<file path="src/rtl/axi_dma_r_arbiter.sv">
// Round-robin arbiter sharing one AXI burst-read DMA engine among N_REQ requesters.
// The grant is held for a whole BURST_LEN-beat burst, then priority rotates past the owner.
`ifndef DDR_ADDR_W
`define DDR_ADDR_W 32
`endif
`ifndef MIG_BUS_W
`define MIG_BUS_W 64
`endif

module axi_dma_r_arbiter #(
    parameter int N_REQ     = 4,
    parameter int ADDR_W    = `DDR_ADDR_W,
    parameter int DATA_W    = `MIG_BUS_W,
    parameter int BURST_LEN = 7
) (
    input  logic                    clk,
    input  logic                    rst,
    input  logic [N_REQ-1:0]        req_valid,
    input  logic [N_REQ*ADDR_W-1:0] req_addr,
    output logic [N_REQ-1:0]        req_ready,
    output logic [N_REQ-1:0]        req_last,
    output logic [DATA_W-1:0]       req_rdata,
    output logic [N_REQ-1:0]        grant,
    output logic                    busy,
    output logic                    dma_valid,
    output logic [ADDR_W-1:0]       dma_addr,
    input  logic                    dma_ready,
    input  logic [DATA_W-1:0]       dma_rdata
);
    localparam int SW = $clog2(N_REQ);
    localparam int CW = $clog2(BURST_LEN + 1);

    typedef enum logic {IDLE, BUSY} state_t;

    state_t            state, state_d;
    logic [N_REQ-1:0]  grant_q, grant_d;
    logic [SW-1:0]     sel_q, sel_d;
    logic [SW-1:0]     prio_ptr, ptr_d;
    logic [ADDR_W-1:0] addr_q, addr_d;
    logic [CW-1:0]     beat_cnt, cnt_d;

    logic              pick_found;
    logic [SW-1:0]     pick_idx;
    int                scan_idx;
    logic              at_last;

    // First asserted request scanning upward from the slot after the last owner.
    always_comb begin
        pick_found = 1'b0;
        pick_idx   = '0;
        scan_idx   = 0;
        for (int k = 1; k <= N_REQ; k++) begin
            scan_idx = int'(prio_ptr) + k;
            if (scan_idx >= N_REQ) scan_idx = scan_idx - N_REQ;
            if (!pick_found && req_valid[scan_idx]) begin
                pick_found = 1'b1;
                pick_idx   = SW'(scan_idx);
            end
        end
    end

    assign at_last = (beat_cnt == CW'(BURST_LEN - 1));

    always_comb begin
        state_d = state;
        grant_d = grant_q;
        sel_d   = sel_q;
        addr_d  = addr_q;
        cnt_d   = beat_cnt;
        ptr_d   = prio_ptr;
        case (state)
            IDLE: begin
                if (pick_found) begin
                    state_d = BUSY;
                    grant_d = {{(N_REQ-1){1'b0}}, 1'b1} << pick_idx;
                    sel_d   = pick_idx;
                    addr_d  = req_addr[pick_idx*ADDR_W +: ADDR_W];
                    cnt_d   = '0;
                end
            end
            BUSY: begin
                if (dma_ready) begin
                    cnt_d = beat_cnt + 1'b1;
                    if (at_last) begin
                        state_d = IDLE;
                        grant_d = '0;
                        ptr_d   = sel_q;
                    end
                end
            end
            default: state_d = IDLE;
        endcase
    end

    always_ff @(posedge clk or posedge rst) begin
        if (rst) begin
            state    <= IDLE;
            grant_q  <= '0;
            sel_q    <= '0;
            prio_ptr <= SW'(N_REQ - 1);
            addr_q   <= '0;
            beat_cnt <= '0;
        end else begin
            state    <= state_d;
            grant_q  <= grant_d;
            sel_q    <= sel_d;
            prio_ptr <= ptr_d;
            addr_q   <= addr_d;
            beat_cnt <= cnt_d;
        end
    end

    // Handshake outputs come from registered state only, so dma_valid drops right after the last beat.
    assign busy      = (state == BUSY);
    assign grant     = grant_q;
    assign dma_valid = busy;
    assign dma_addr  = busy ? addr_q : '0;
    assign req_ready = grant_q & {N_REQ{dma_ready & busy}};
    assign req_last  = req_ready & {N_REQ{at_last}};
    assign req_rdata = dma_rdata;

endmodule
</file>
<file path="config.mk">
export PLATFORM = sky130hd
export DESIGN_NAME = axi_dma_r_arbiter
export DESIGN_NICKNAME = d
export VERILOG_FILES = /design/src/rtl/axi_dma_r_arbiter.sv
export SDC_FILE = /design/constraint.sdc
export NUM_CORES = 1
export LEC_CHECK = 0
export CAP_MARGIN = 20
export CORE_AREA = 2 2 140 108
export DETAILED_ROUTE_END_ITERATION = 10
export DIE_AREA = 0 0 142 110
export HOLD_SLACK_MARGIN = 0.1
export PLACE_DENSITY = 0.66
export RECOVER_POWER = 25
export SLEW_MARGIN = 10
export SYNTH_ARGS = -nofsm -noshare
export SYNTH_HDL_FRONTEND = slang
export SYNTH_SLANG_ARGS = --single-unit
</file>
<file path="constraint.sdc">
create_clock -name clk -period 2.1 [get_ports clk]
set_input_delay 0.42 -clock clk [delete_from_list [all_inputs] [get_ports clk]]
set_output_delay 0.42 -clock clk [all_outputs]
set_load 0.05 [all_outputs]
</file>
* Word level (Yosys, flattened, before mapping)
Cells that the tools add are included. Widths: inputs -> output; s select.
Cells by class: bitwise logic cells 4, shift-type cells 2, order comparisons 8, reduce and logical (&&, ||, !) cells 10, mux-type cells 36, add/subtract/negate cells 9, equality and inequality tests 4
Operator list (number):
- $mux 32 | 5
- $lt 32x4->1 const B | 4
- $shiftx 128x8->32 | 1
- $mux 1 | 15
- $mux 4 | 3
- $sub 3x3->4 const B | 3
- $ge 3x3->1 const B | 3
- $and 4x4->4 | 2
- $bmux 1 s2 | 4
- $mux 2 | 4
- $pmux 4 s2 | 1
- $add 2x2->3 const B | 2
- $mux 3 | 2
- $pmux 3 s2 | 1
- $reduce_and 3->1 | 2
- $sub 4x3->5 const B | 1
- $add 2x3->4 const B | 1
- $ge 4x3->1 const B | 1
- $ne 2x2->1 const B | 2
- $reduce_and 2->1 | 2
- $shl 1x2->4 const A | 1
- $add 2x1->3 const B | 1
- $add 3x1->3 const B | 1
- $eq 3x3->1 const B | 1
- other kinds (6) | 10
Word-level totals: bits in registers 44, output and inout bits 110, logic and storage cells 79, input port bits 199

* Depth between registers and ports, before layout
depth after elaboration 19, mapped depth 6, depth with buffers taken out 6

* Worst setup path after synthesis
OpenSTA, ideal clock, no wires.
kind register to output, start point register state, in the netlist busy, end point output req_last[0], slack -46 ps, stages on the path, launching flop included 4, data required time 1680 ps, buffers on the path 0, arrival time 1726 ps, cell sequence dfrtp_1 > nand2_1 > nor2_1 > and2_1
Between the ends: word-level cells in the longest chain between the ends 3
Ends and longest elaborated chain:
- from (decl) | RTL line 35 | state_t state, state_d;
- from (signal assigned) | RTL line 104 | state <= state_d;
- $and 1x1->1 | RTL line 118 | assign req_ready = grant_q & {N_REQ{dma_ready & busy}};
- $and 4x4->4 | RTL line 118
- $and 4x4->4 | RTL line 119 | assign req_last = req_ready & {N_REQ{at_last}};
- to (decl) | RTL line 21 | output logic [N_REQ-1:0] req_last,
Every way passes these cells.

* Worst setup path after layout
start point input req_valid[3], end point register addr_q[27]
Between the ends: word-level cells in the longest chain between the ends 14, elaborated cells between the ends (all ways) 28, classes of those cells 1 x shift; 20 x mux; 7 x reduce/logical
Ends and longest elaborated chain:
- from (decl) | RTL line 18 | input logic [N_REQ-1:0] req_valid,
- $bmux 1 s2 | RTL line 55 | if (!pick_found && req_valid[scan_idx]) begin
- $mux 1 (not written as such) (2 in a row) | RTL line 55
- $mux 1 | RTL line 55
- $logic_not 1->1 | RTL line 55
- $logic_and 1x1->1 | RTL line 55
- $mux 1 | RTL line 55
- $logic_not 1->1 | RTL line 55
- $logic_and 1x1->1 | RTL line 55
- $mux 1 | RTL line 55
- $logic_not 1->1 | RTL line 55
- $logic_and 1x1->1 | RTL line 55
- $mux 2 or $mux 1 (tied branches) | RTL line 55
- $shiftx 128x8->32 or $reduce_and 2->1 (tied branches)
- to (signal assigned) | RTL line 108 | addr_q <= addr_d;
- to (decl) | RTL line 39 | logic [ADDR_W-1:0] addr_q, addr_d;
Several ways; a longest one is shown, not always the timed one. The select of a mux whose other input is x is not followed. A chain may end at the register's enable or synchronous reset.

==> impl_table.tex <==
\begin{tabular}{lr}
\hline
Metric & Value \\
\hline
\multicolumn{2}{l}{\textbf{Run status}} \\
\quad Result of the run & finished, final reports clean \\
\multicolumn{2}{l}{\textbf{Synthesis}} \\
\quad Share of synthesized registers carrying an async set or reset & 100.0\% \\
\quad Instance count of the mapped netlist & around 400 \\
\quad Sequential share of the synthesized area & 31.48\% \\
\quad Synthesized area per cell & 8.635 um2 \\
\quad Cells taking the most area after synthesis & sky130\_fd\_sc\_hd\_\_dfrtp\_1 30\%, sky130\_fd\_sc\_hd\_\_buf\_4 14\%, sky130\_fd\_sc\_hd\_\_a221oi\_2 12\% \\
\quad Most frequent cells after synthesis & 65 x sky130\_fd\_sc\_hd\_\_buf\_4, 45 x sky130\_fd\_sc\_hd\_\_nand2\_1, 42 x sky130\_fd\_sc\_hd\_\_dfrtp\_1 \\
\quad Most used flip-flop cell after synthesis & sky130\_fd\_sc\_hd\_\_dfrtp\_1 \\
\quad Most frequent cell after synthesis & sky130\_fd\_sc\_hd\_\_buf\_4 \\
\quad Cell accounting for the most synthesized area & sky130\_fd\_sc\_hd\_\_dfrtp\_1 \\
\quad Cell variety after synth & 41 \\
\quad Number of nets in the synthesized netlist & 607 \\
\quad Netlist area before placement & 3506 um2 \\
\quad Share of the synthesized area in the top cell type & about 30\% \\
\quad Seq cells post-synth & between 40 and 50 \\
\quad Number of synthesized flops with an enable pin & 0 \\
\quad Synth warnings & 0 \\
\multicolumn{2}{l}{\textbf{Routing}} \\
\quad Number of iterations in the first detailed-routing pass & 4 \\
\quad Detailed-route DRC error count & 0 \\
\quad Via-to-Cell Ratio & 4.902 \\
\quad Detailed-route via count & 3490 \\
\quad Number of DRC violations after detailed-routing iteration 0 & 183 \\
\quad Number of nets with antenna violations after routing & 0 \\
\quad Final Routed Wirelength & around 12 mm \\
\quad Wire length per cell after detailed routing & roughly 18 um \\
\multicolumn{2}{l}{\textbf{Timing}} \\
\quad Setup violation total in the final timing report & 0 \\
\quad Max-slew violations & 0 \\
\quad Setup repair after global routing missed its margin & no \\
\quad Final min period & 2.038 ns \\
\quad Highest achievable clock rate & 0.4906 GHz \\
\quad Headroom to the max-slew limit & about two thirds \\
\quad Fin worst setup slack & 0.06187 ns \\
\quad Worst slew pin tran & 0.5061 ns \\
\quad Worst clock skew & 0.007490 ns \\
\quad Final cycle utilization of the critical path & 97.05\% \\
\quad Hold violation count in the final report & 0 \\
\multicolumn{2}{l}{\textbf{Placement}} \\
\quad Port bufs & 180 \\
\quad Routability Congestion & 0.8159 \\
\quad Final HPWL from detailed placement & 9.810 mm \\
\quad Pre-CTS worst setup slack & -0.1794 ns \\
\quad Placed cell count & 704 \\
\quad Placed inst area & roughly 5700 um2 \\
\multicolumn{2}{l}{\textbf{Layout}} \\
\quad Area growth from synthesis to layout & 66.42\% \\
\quad Fraction of the core area covered by cells at the end of the flow & 41.04\% \\
\quad Fill cell total of the finished layout & 1354 \\
\quad Non-filler instance count after layout & 712 \\
\quad Area of the multi-input gates & 1743 um2 \\
\quad Layout cells sized above 1 & 23.12\% \\
\quad Post-route cell area & 5834 um2 \\
\quad Net count of the finished layout & 732 \\
\quad Antenna Cells & 0 \\
\quad Sequential standard cell area & 1105 um2 \\
\multicolumn{2}{l}{\textbf{CTS}} \\
\quad Clock transition at path regs & 0.07 ns \\
\quad CTS Root Buffer Type & sky130\_fd\_sc\_hd\_\_clkbuf\_16 \\
\quad CTS sink cnt & 44 \\
\quad H-tree Lvls & 2 \\
\quad Number of buffers on the longest clock path & 2 \\
\quad Post-CTS Hold Buffers & 0 \\
\quad Clk\_lat worst skew & 0.29 ns \\
\quad Clock buffers created by TritonCTS & 5 \\
\quad CTS tree & built \\
\multicolumn{2}{l}{\textbf{Die}} \\
\quad Horizontal die dimension & 142 um \\
\quad Boundary Pins & 309 \\
\quad Std-Cell Core Area & 14220 um2 \\
\quad Overall die area & 15620 um2 \\
\quad DIE HEIGHT & 110 um \\
\quad Initial Utilization & 24.66\% \\
\quad Total number of placement rows & 38 \\
\multicolumn{2}{l}{\textbf{Worst setup path}} \\
\quad Critical path origin & req\_valid[3] \\
\quad Kind of cell with the highest combined delay on the critical path & compound AO/OA/AOI/OAI gates \\
\quad Maximum fanout encountered on the critical timing path & 8 \\
\quad Logic depth of the worst setup path including buffers & 6 \\
\quad Kind of capture point of the worst setup path & register \\
\quad Critical Path Max Stage Delay & 0.51 ns \\
\quad Series of cell instances along the critical path & clkdlybuf4s50\_1, and3b\_1, a311o\_4, buf\_4, a221oi\_1, a31oi\_1 \\
\quad Arrival time worst endpoint & 2.20 ns \\
\quad Register-to-Register Setup Slack & 0.22 ns \\
\quad Cell with the largest stage delay on the worst path & sky130\_fd\_sc\_hd\_\_clkdlybuf4s50\_1 \\
\quad Worst r2r src & prio\_ptr[1]\$\_DFFE\_PP1P\_ \\
\quad Reg2reg end & addr\_q[27]\$\_DFFE\_PP0P\_ \\
\quad Category of the worst setup path launch point & input pin \\
\quad Count of buffer and inverter cells on the critical path & 2 \\
\quad CP Data Required Time & about 2.3 ns \\
\quad Register-to-Register Path Depth & 5 \\
\quad Critical path capture point & addr\_q[27]\$\_DFFE\_PP0P\_ \\
\quad Setup Crit Path Kind & in2reg \\
\multicolumn{2}{l}{\textbf{Global route}} \\
\quad GRT Resource Usage Total & 15.33\% \\
\quad Number of antenna violations at the first check in global routing & 0 \\
\quad First-pass GRT wire length & between 15 and 20 mm \\
\quad Overflow after GRT & 0 \\
\quad Largest net degree at the start of global routing & 28 \\
\quad Via count of the first global-routing pass & 3522 \\
\multicolumn{2}{l}{\textbf{Run}} \\
\quad Max\_cap viols & 0 \\
\multicolumn{2}{l}{\textbf{Power and ir drop}} \\
\quad Static power due to leakage & 2.367 nW \\
\quad Worst vdd rail ir drop & $\sim$0.44 mV \\
\quad P per Cell Area & 1316 nW/um2 \\
\quad Power, Total & 7.680 mW \\
\multicolumn{2}{l}{\textbf{Hold path}} \\
\quad Type of the tightest min-delay check & in2async \\
\hline
\end{tabular}
==> final cells by class <==
cell class	instances	share of cell area, %
Clock buffer	5	2.145
Clock inverter	3	0.7291
Inverter	5	0.3217
Multi-Input combinational cell	263	29.87
Sequential cell	44	18.94
Tap cell	180	3.860
Timing Repair Buffer	212	44.13
==> kinds of logic after synthesis <==
logic type      share of synthesized area (%)
buf+inv                                 19.24
mux                                    0.6067
simple gates                            18.59
flops                                   31.48
compound gates                          29.37
fa+ha+maj                              0.7137
==> routing by layer <==
| layer | part of all wire (%) | GRT usage, % | vias up |
|---|---|---|---|
| li1 | - | - | 1629 |
| met5 | 0 | 0 | - |
| met3 | 9.2 | 5.011 | 22 |
| met4 | 2.0 | 4.714 | 0 |
| met2 | 48 | 26.71 | 190 |
| met1 | 41 | 18.12 | 1649 |
==> sequential cells by signal (all words and copies together), names as in the netlist <==
signal    cells
beat_cnt      3
sel_q         2
addr_q       32
busy          1
prio_ptr      2
grant         4
==> worst min path at each step <==
stage          slack (ns)  cells after the start            startpoint                      end
5_1_grt              0.50                      2                   rst   addr_q[28]$_DFFE_PP0P_
4_1_cts              0.48                      2                   rst   addr_q[28]$_DFFE_PP0P_
3_5_place_dp         0.47                      2  sel_q[1]$_DFFE_PP0P_  prio_ptr[1]$_DFFE_PP1P_
3_3_place_gp         0.45                      2  sel_q[1]$_DFFE_PP0P_  prio_ptr[1]$_DFFE_PP1P_
2_1_floorplan        0.44                      2  sel_q[1]$_DFFE_PP0P_  prio_ptr[1]$_DFFE_PP1P_
6_report             0.46                      2                   rst   addr_q[28]$_DFFE_PP0P_
==> per-stage QoR <==
step / setup TNS, ns / hold slack (ns)
finish: 0 / 0.4647
global route: 0 / 0.4963
CTS: 0 / 0.4810
detailed placement: -4.037 / 0.4679
global placement: -2.827 / 0.4482
floorplan: 0 / 0.4359
==> report_power, final <==
group | internal [mW] | total (mW) | leakage [nW] | switching [mW]
logic | 2.42 | 5.23 | 1.77 | 2.81
clock network | 0.560 | 0.914 | 0.0798 | 0.354
registers | 1.28 | 1.54 | 0.517 | 0.265
==> placed cells by master (no fill, tap or decap), types with 2 or more instances in the layout <==
master,netlist,final
sky130_fd_sc_hd__dfstp_2,2,2
sky130_fd_sc_hd__inv_1,5,4
sky130_fd_sc_hd__dfrtp_1,42,41
sky130_fd_sc_hd__nand2_1,45,45
sky130_fd_sc_hd__buf_12,0,51
sky130_fd_sc_hd__and3_1,4,4
sky130_fd_sc_hd__o21ai_0,39,39
sky130_fd_sc_hd__and2_1,36,36
sky130_fd_sc_hd__a31oi_1,33,33
sky130_fd_sc_hd__clkbuf_16,0,5
sky130_fd_sc_hd__buf_4,65,23
sky130_fd_sc_hd__nand3_1,7,7
sky130_fd_sc_hd__nand2b_1,3,3
sky130_fd_sc_hd__a221oi_1,3,3
sky130_fd_sc_hd__ha_1,2,2
sky130_fd_sc_hd__a21o_1,3,2
sky130_fd_sc_hd__a221oi_2,29,29
sky130_fd_sc_hd__nor2_1,37,36
sky130_fd_sc_hd__clkdlybuf4s50_1,0,138
==> repair_timing <==
action,4_1_cts,5_1_grt
resized for setup,0,1
endpoints found under the hold margin,0,0
setup endpoints to repair,0,4
setup buffers,0,0
Note: power is estimated with default switching activity, not from simulation.
